### config.mk
export PLATFORM = sky130hd
export DESIGN_NAME = piso_tx
export DESIGN_NICKNAME = d
export VERILOG_FILES = /design/src/rtl/piso_pkg.sv /design/src/rtl/piso_tx_d_ff.sv /design/src/rtl/piso_tx.sv
export SDC_FILE = /design/constraint.sdc
export NUM_CORES = 1
export LEC_CHECK = 0
export CORE_UTILIZATION = 41
export DETAILED_ROUTE_END_ITERATION = 10
export PLACE_DENSITY = 0.75
export SLEW_MARGIN = 20
export SYNTH_ARGS = -nofsm -noshare
export SYNTH_HDL_FRONTEND = slang
export SYNTH_SLANG_ARGS = --single-unit
### constraint.sdc
create_clock -name clk -period 1.4 [get_ports clk]
set_clock_uncertainty 0.1 [all_clocks]
set_input_delay 0.35 -clock clk [delete_from_list [all_inputs] [get_ports clk]]
set_output_delay 0.35 -clock clk [all_outputs]
set_load 0.01 [all_outputs]
### src/rtl/piso_pkg.sv
// Shared definitions for the parallel-in / serial-out transmitter.
package piso_pkg;

  // Frame FSM: waiting for a word, or clocking one out.
  typedef enum logic {
    IDLE  = 1'b0,
    SHIFT = 1'b1
  } state_t;

  localparam int WIDTH_DEFAULT = 8;
  localparam int CNT_W_DEFAULT = $clog2(WIDTH_DEFAULT);

  // Bit-counter width for a given frame length; never narrower than one bit.
  function automatic int cnt_width(input int width);
    return (width < 2) ? 1 : $clog2(width);
  endfunction

endpackage

### src/rtl/piso_tx_d_ff.sv
// Single-bit storage cell with asynchronous active-high clear.
module d_ff (
  input  logic clk,
  input  logic rst,
  input  logic d,
  output logic q
);

  // Capture d each rising edge; clear immediately on reset.
  always_ff @(posedge clk or posedge rst) begin
    if (rst) q <= 1'b0;
    else     q <= d;
  end

endmodule

### src/rtl/piso_tx.sv
// Parallel-in / serial-out transmitter. A word accepted on a load edge is
// emitted one bit per cycle starting the following cycle. ready rises again
// during the last bit so a new load at that edge gives a gapless stream.
module piso_tx
  import piso_pkg::*;
#(
  parameter int WIDTH     = WIDTH_DEFAULT,
  parameter bit MSB_FIRST = 1'b0
) (
  input  logic             clk,
  input  logic             rst,
  input  logic [WIDTH-1:0] parallel_in,
  input  logic             load,
  output logic             ready,
  output logic             serial_out,
  output logic             frame,
  output logic             done
);

  localparam int               CNT_W    = cnt_width(WIDTH);
  localparam logic [CNT_W-1:0] LAST_CNT = CNT_W'(WIDTH - 1);

  state_t           r_state;
  state_t           w_state_next;
  logic [CNT_W-1:0] r_cnt;
  logic [CNT_W-1:0] w_cnt_next;
  logic [WIDTH-1:0] w_shift_q;
  logic [WIDTH-1:0] w_shift_d;
  logic [WIDTH-1:0] w_shifted;
  logic             w_out_bit;
  logic             w_ready;
  logic             w_accept;

  // The output end of the register depends on bit order.
  assign w_out_bit = MSB_FIRST ? w_shift_q[WIDTH-1] : w_shift_q[0];

  // State register.
  always_ff @(posedge clk or posedge rst) begin
    if (rst) r_state <= IDLE;
    else     r_state <= w_state_next;
  end

  // Bit counter: index of the bit currently on serial_out.
  always_ff @(posedge clk or posedge rst) begin
    if (rst) r_cnt <= '0;
    else     r_cnt <= w_cnt_next;
  end

  // Next state, counter update and outputs. serial_out/frame/done depend
  // only on state, counter and shift flops; load only steers next state.
  always_comb begin
    w_state_next = r_state;
    w_cnt_next   = r_cnt;
    w_ready      = 1'b0;
    frame        = 1'b0;
    serial_out   = 1'b0;
    done         = 1'b0;
    case (r_state)
      IDLE: begin
        w_ready = 1'b1;
        if (load) begin
          w_state_next = SHIFT;
          w_cnt_next   = '0;
        end
      end
      SHIFT: begin
        frame      = 1'b1;
        serial_out = w_out_bit;
        if (r_cnt == LAST_CNT) begin
          // Last bit: either finish or restart with the next word.
          done         = 1'b1;
          w_ready      = 1'b1;
          w_cnt_next   = '0;
          w_state_next = load ? SHIFT : IDLE;
        end else begin
          w_cnt_next = r_cnt + 1'b1;
        end
      end
      default: begin
        w_state_next = IDLE;
        w_cnt_next   = '0;
      end
    endcase
  end

  assign ready    = w_ready;
  assign w_accept = load & w_ready;

  // One storage cell per bit, each fed by a load / shift / hold mux.
  generate
    for (genvar gi = 0; gi < WIDTH; gi++) begin : g_bit
      if (MSB_FIRST) begin : g_msb
        if (gi == 0) begin : g_end
          assign w_shifted[gi] = 1'b0;
        end else begin : g_mid
          assign w_shifted[gi] = w_shift_q[gi-1];
        end
      end else begin : g_lsb
        if (gi == WIDTH - 1) begin : g_end
          assign w_shifted[gi] = 1'b0;
        end else begin : g_mid
          assign w_shifted[gi] = w_shift_q[gi+1];
        end
      end

      assign w_shift_d[gi] = w_accept           ? parallel_in[gi] :
                             (r_state == SHIFT) ? w_shifted[gi]   :
                                                  w_shift_q[gi];

      d_ff u_bit (
        .clk (clk),
        .rst (rst),
        .d   (w_shift_d[gi]),
        .q   (w_shift_q[gi])
      );
    end
  endgenerate

endmodule

==> out/summary.md, run 1 <==
* startpoint of the lowest-slack register-to-register path: r_cnt[1]
* Leak: 0.451 nW
* violated checks: setup timing
* Netlist Area Pre-Place: 597 sq um
* proportion of total power due to net switching: 33.4%
* floorplan die area: 0.00161 sq mm
* most area-consuming cells after synthesis: dfrtp_1 (50%), nand2_1 (11%), a32oi_1 (10%)
* quantity of I/O buffers inserted on ports: 14
* Worst-Skew Late Latency: 0.27 ns
* worst slew slack as a fraction of its limit: 85.9%
* maximum number of pins on one net before global-route repair: 13
* CTS tree: done
* starting density of the core: 44.7%
* R2R depth: 7
* Arr. time, crit path: 1.28 ns
* CTS clock-pin slew for the worst setup and hold paths: 0.08 ns
* TritonCTS buffer count: 3
* total global routing overflow: 0
* VDD IR max: 0.872 mV
* share of the yosys chip area belonging to registers: 50.3%
* Net Count, Synth: 70
* Avg Vias per Cell: 4.99
* unrepaired setup endpoints after global routing: true
* total count of hold-check failures in the final report: 0
* number of slew-limit violations in the final report: 0
* GP Congestion: 0.656
* max capacitance violation total: 0
* vias in the first global route: 420
* final setup margin: -0.325 ns
* Final setup viols: 11
* Hold Buf Count CTS: 0
* Yosys top cell area share: 50.3%
* number of antenna violations at the first check in global routing: 0
* Final Routed Wirelength: 1.23 mm
* CTS Buffer Depth: 2
* Least-Margin Pin Slew: 0.212 ns
* GRT met1 Usage: 22.1%
* clock tree sinks: 12
* overall power after layout: 1.70 mW
* Via Count: 494
* filler cell count in the final layout: 110
* # rows: 13
* final antenna-violating net count: 0
* post-synth top area cell: dfrtp_1
* buffer type at the clock tree root: clkbuf_4
* worst-path fanout max: 2
* total number of yosys warnings: 0
* Flop pwr share: 34.3%
* synthesis-to-finish area growth: 56.2%
* Reg2Reg Setup Slack: -0.22 ns
* DRC violations left: 0
* area of the core: 0.00133 sq mm
* part of the cycle the worst path needs: 123%
* routed wire length per instance: 12.4 microns
* start point of the critical path: r_cnt[1]
* total area of sequential cells: 302 sq um
* internal cell power: 1.13 mW
* top achievable clock speed: 0.580 GHz
* NumNets Final: 99
* Gate Count Post-Synth: 56
* count of distinct cell types in the synthesized netlist: 15
* CP endpoint kind: output port
* startpoint types: flip-flop
* fraction of layout instances using a drive strength above 1: 39.3%
* part of the power in combinational logic: 49.8%
* #FFs+latches synth: 12
* reg-to-reg critical path endpoint: g_bit[3].u_bit.q
* H-tree level count: 1
* DRT iter0 DRCs: 1
* post-synthesis average cell area: 10.7 sq um
* setup_tns: -2.25 ns
* clock power share: 15.9%
* die height: 40.2 microns
* area used by multi-input combinational logic: 310 sq um
* Setup Crit Path Kind: reg2out
* final critical delay including setup and external delays: 1.73 ns
* power per standard cell area: 1830 mW/mm^2
* Global Route met3 Usage: 5.56%
* detailed placer's ending HPWL: 820 microns
* DRT Pass-1 Iters: 2
* met2 Resource Use GR: 27.8%
* Inserted Diodes: 0
* WP data required: 0.95 ns
* status: finished, violations left
* GRT busiest layer: met2
* Sw Pwr: 569 uW
* Worst Setup Slack post-DPL: -0.462 ns
* first-pass GRT wire length: 1.83 mm
* type of the worst min-delay path: in2async
* GRT Total Usage: 17.7%
* Horiz. Die Dim: 40.2 microns
* Top-Level Pins: 15
==> cell usage after synthesis (all sizes together) <==
cell type / number
a32oi: 7
nand2: 18
dfrtp: 12
inv: 2
a21o: 1
nand2b: 2
buf: 3
o21ai: 3
and2: 2
a32o: 1
ha: 3
a21boi: 1
nor2: 1
==> cell usage in the layout, fill, tap and decap left out, drive strengths merged <==
| cell type | Yosys | layout |
|---|---|---|
| buf | 3 | 17 |
| nand2 | 18 | 18 |
| nor2 | 1 | 1 |
| a21o | 1 | 1 |
| nand2b | 2 | 2 |
| dfrtp | 12 | 12 |
| clkdlybuf4s50 | 0 | 10 |
| a21boi | 1 | 1 |
| inv | 2 | 2 |
| o21ai | 3 | 3 |
| a32o | 1 | 1 |
| clkbuf | 0 | 4 |
| ha | 3 | 3 |
| and2 | 2 | 2 |
| a32oi | 7 | 7 |
==> critical path, stage by stage, from the launching register on <==
cell and delay (ns):
dfrtp_1 0.42, ha_4 0.19, ha_4 0.15, nand2b_4 0.13
buf_6 0.11
==> worst max path at each step <==
stage / endpoint
2_1_floorplan: g_bit[0].u_bit.q
3_3_place_gp: done
3_5_place_dp: done
4_1_cts: ready
5_1_grt: ready
6_report: ready
==> layout make-up <==
| class | instances | share of cell area [%] |
|---|---|---|
| well taps | 15 | 2.01 |
| multi-input cells | 39 | 33.3 |
| clock buffers | 4 | 3.89 |
| inverters | 2 | 0.805 |
| repair buffers | 27 | 27.7 |
| flip-flops and latches | 12 | 32.3 |
==> metrics by stage <==
step	utilization [%]	instances	cell area (sq um)	hold WS, ns
after floorplan	-	56	612	0.115
after global routing	69.9	99	932	0.267
after CTS	68.2	99	910	0.251
after global placement	60.8	91	811	0.356
final	69.9	99	932	0.254
after detailed placement	60.8	91	811	0.362
==> cell families after synthesis <==
group | Yosys count | synth area share, %
simple gates | 23 | 18.2
compound gates | 13 | 19.3
flops | 12 | 50.3
buf+inv | 5 | 5.87
fa+ha+maj | 3 | 6.29
==> power by group through the flow <==
stage	combinational, mW	clock (mW)	sequential [mW]
after floorplan	0.423	0	0.554
after CTS	0.812	0.281	0.580
final	0.848	0.270	0.584
after detailed placement	0.645	0	0.572
after global routing	0.945	0.297	0.597
after global placement	0.629	0	0.565
==> per-layer routing <==
| metal | up-vias | wire length (microns) |
|---|---|---|
| li1 | 253 | - |
| met1 | 229 | 565 |
| met2 | 12 | 606 |
| met3 | 0 | 60 |
| met4 | 0 | 0 |
| met5 | - | 0 |
==> flip-flops by register name, summed over array words and instances (netlist names) <==
signal         flops
g_bit.u_bit.q      8
r_state            1
r_cnt              3
==> what timing repair did <==
action                                  4_1_cts  5_1_grt
pin swaps                                     8        7
setup buffers                                 3        0
cloned                                        1        0
resized for setup                            28        6
endpoints found under the hold margin         0        0
endpoints found under the setup margin       12       14
Note: power is estimated with default switching activity, not from simulation.
==> run 2: changes to the inputs <==
--- a/config.mk
+++ b/config.mk
@@ -7,7 +7,7 @@
 export LEC_CHECK = 0
 export CORE_UTILIZATION = 41
 export DETAILED_ROUTE_END_ITERATION = 10
-export PLACE_DENSITY = 0.75
+export PLACE_DENSITY = 0.71
 export SLEW_MARGIN = 20
 export SYNTH_ARGS = -nofsm -noshare
 export SYNTH_HDL_FRONTEND = slang
==> out/summary.md, run 2 (synthesized netlist as in run 1, its figures left out) <==
* number of slew-limit violations in the final report: 0
* overall power after layout: 1.71 mW
* Arr. time, crit path: 1.29 ns
* violated checks: setup timing
* routed wire length per instance: 13.7 microns
* H-tree level count: 1
* NumNets Final: 101
* final setup margin: -0.342 ns
* final critical delay including setup and external delays: 1.74 ns
* TritonCTS buffer count: 3
* CTS Buffer Depth: 2
* die height: 40.2 microns
* proportion of total power due to net switching: 34.2%
* GP Congestion: 0.620
* number of antenna violations at the first check in global routing: 0
* vias in the first global route: 498
* # rows: 13
* Leak: 0.456 nW
* DRT iter0 DRCs: 14
* largest registers: g_bit.u_bit.q (8), r_cnt (3), r_state (1)
* GRT Total Usage: 19.7%
* power per standard cell area: 1840 mW/mm^2
* worst-path fanout max: 2
* WP data required: 0.95 ns
* most frequent cells in the layout: nand2_1 (18), buf_4 (13), dfrtp_1 (11), clkdlybuf4s50_1 (10), a32oi_1 (7)
* Least-Margin Pin Slew: 0.219 ns
* final antenna-violating net count: 0
* cell with the most instances on the worst path: ha_4
* startpoint types: flip-flop
* first-pass GRT wire length: 1.99 mm
* unrepaired setup endpoints after global routing: true
* starting density of the core: 44.7%
* synthesis-to-finish area growth: 55.6%
* max capacitance violation total: 0
* Via Count: 519
* cell-by-cell trace of the critical path: ha_4 -> ha_4 -> nand2b_4 -> buf_6
* part of the power in combinational logic: 49.7%
* CP endpoint kind: output port
* VDD IR max: 1.04 mV
* total count of hold-check failures in the final report: 0
* CP max stage delay: 0.42 ns
* quantity of I/O buffers inserted on ports: 14
* top achievable clock speed: 0.574 GHz
* worst slew slack as a fraction of its limit: 85.4%
* total global routing overflow: 0
* Inserted Diodes: 0
* CTS clock-pin slew for the worst setup and hold paths: 0.08 ns
* Top-Level Pins: 15
* Flop pwr share: 34.4%
* part of the cycle the worst path needs: 124%
* floorplan die area: 0.00161 sq mm
* CTS tree: done
* type of the worst min-delay path: in2async
* Final setup viols: 11
* detailed placer's ending HPWL: 923 microns
* DRT Pass-1 Iters: 4
* buffer type at the clock tree root: clkbuf_4
* Hold Buf Count CTS: 0
* Setup Crit Path Kind: reg2out
* clock power share: 16.0%
* clock tree sinks: 12
* critical path's slowest cell: dfrtp_1
* Sw Pwr: 585 uW
* Horiz. Die Dim: 40.2 microns
* Worst Hold Slack: 0.259 ns
* Worst Setup Slack post-DPL: -0.469 ns
* status: finished, violations left
* DRC violations left: 0
* register containing the most flip-flops in the final layout: g_bit.u_bit.q
* internal cell power: 1.13 mW
* Avg Vias per Cell: 5.14
* max FFs per register: 8
* most common cell after layout, fill and taps aside: nand2_1
* Final Routed Wirelength: 1.39 mm
* Worst-Skew Late Latency: 0.27 ns
* area of the core: 0.00133 sq mm
* maximum number of pins on one net before global-route repair: 13
* filler cell count in the final layout: 117
* fraction of layout instances using a drive strength above 1: 40.7%
## run 2: through the flow
stage | area [sq um] | utilization (%) | cells | TNS (ns)
detailed placement | 826 | 61.9 | 93 | -2.63
floorplan | 612 | - | 56 | -0.301
global placement | 826 | 61.9 | 93 | -2.47
finish | 928 | 69.6 | 101 | -2.52
global route | 928 | 69.6 | 101 | -2.95
CTS | 907 | 68.0 | 99 | -1.74
## run 2: final cells by class
type / instances / area (sq um) / area share (%)
Inverter: 2 / 7.51 / 0.809
Timing Repair Buffer: 29 / 259 / 27.9
Sequential cell: 12 / 302 / 32.5
Tap cell: 15 / 18.8 / 2.02
Multi-Input combinational cell: 39 / 305 / 32.9
Clock buffer: 4 / 36.3 / 3.91
## run 2: per-layer routing
layer / up-vias / part of all wire [%] / track usage, %
met1: 246 / 42 / 21.1
met3: 2 / 4.6 / 5.00
met2: 17 / 53 / 36.3
met4: 0 / 0.50 / 7.76
met5: - / 0 / 0
li1: 254 / - / -
## run 2: power by group through the flow
stage	registers, mW	logic [mW]	clock network, mW
global route	0.601	0.943	0.292
floorplan	0.554	0.423	0
finish	0.588	0.850	0.273
CTS	0.588	0.764	0.284
detailed placement	0.583	0.655	0
global placement	0.568	0.635	0
## run 2: path summary, 6_finish.rpt
kind	from	to	slack, ns	cells past startpoint
max	r_cnt[0]	ready	-0.34	4
max in group asynchronous	rst	r_state	0.77	3
max reg2reg	r_cnt[0]	g_bit[1].u_bit.q	-0.27	7
min	rst	g_bit[3].u_bit.q	0.26	3
min reg2reg	g_bit[6].u_bit.q	g_bit[5].u_bit.q	0.38	2
min in group clk	g_bit[6].u_bit.q	g_bit[5].u_bit.q	0.38	2
## run 2: critical path: cells and delay by family, from the launching register on
| kind | cells | cell delay, ns |
|---|---|---|
| adders and majority gates | 2 | 0.35 |
| buffers and inverters | 1 | 0.11 |
| DFF | 1 | 0.42 |
| and+or+nand+nor | 1 | 0.13 |
## run 2: timing repair
action,in CTS,in global routing
resized for setup,24,5
pin swaps,6,5
setup buffers,3,1
gates cloned,0,1
setup endpoints to repair,13,13
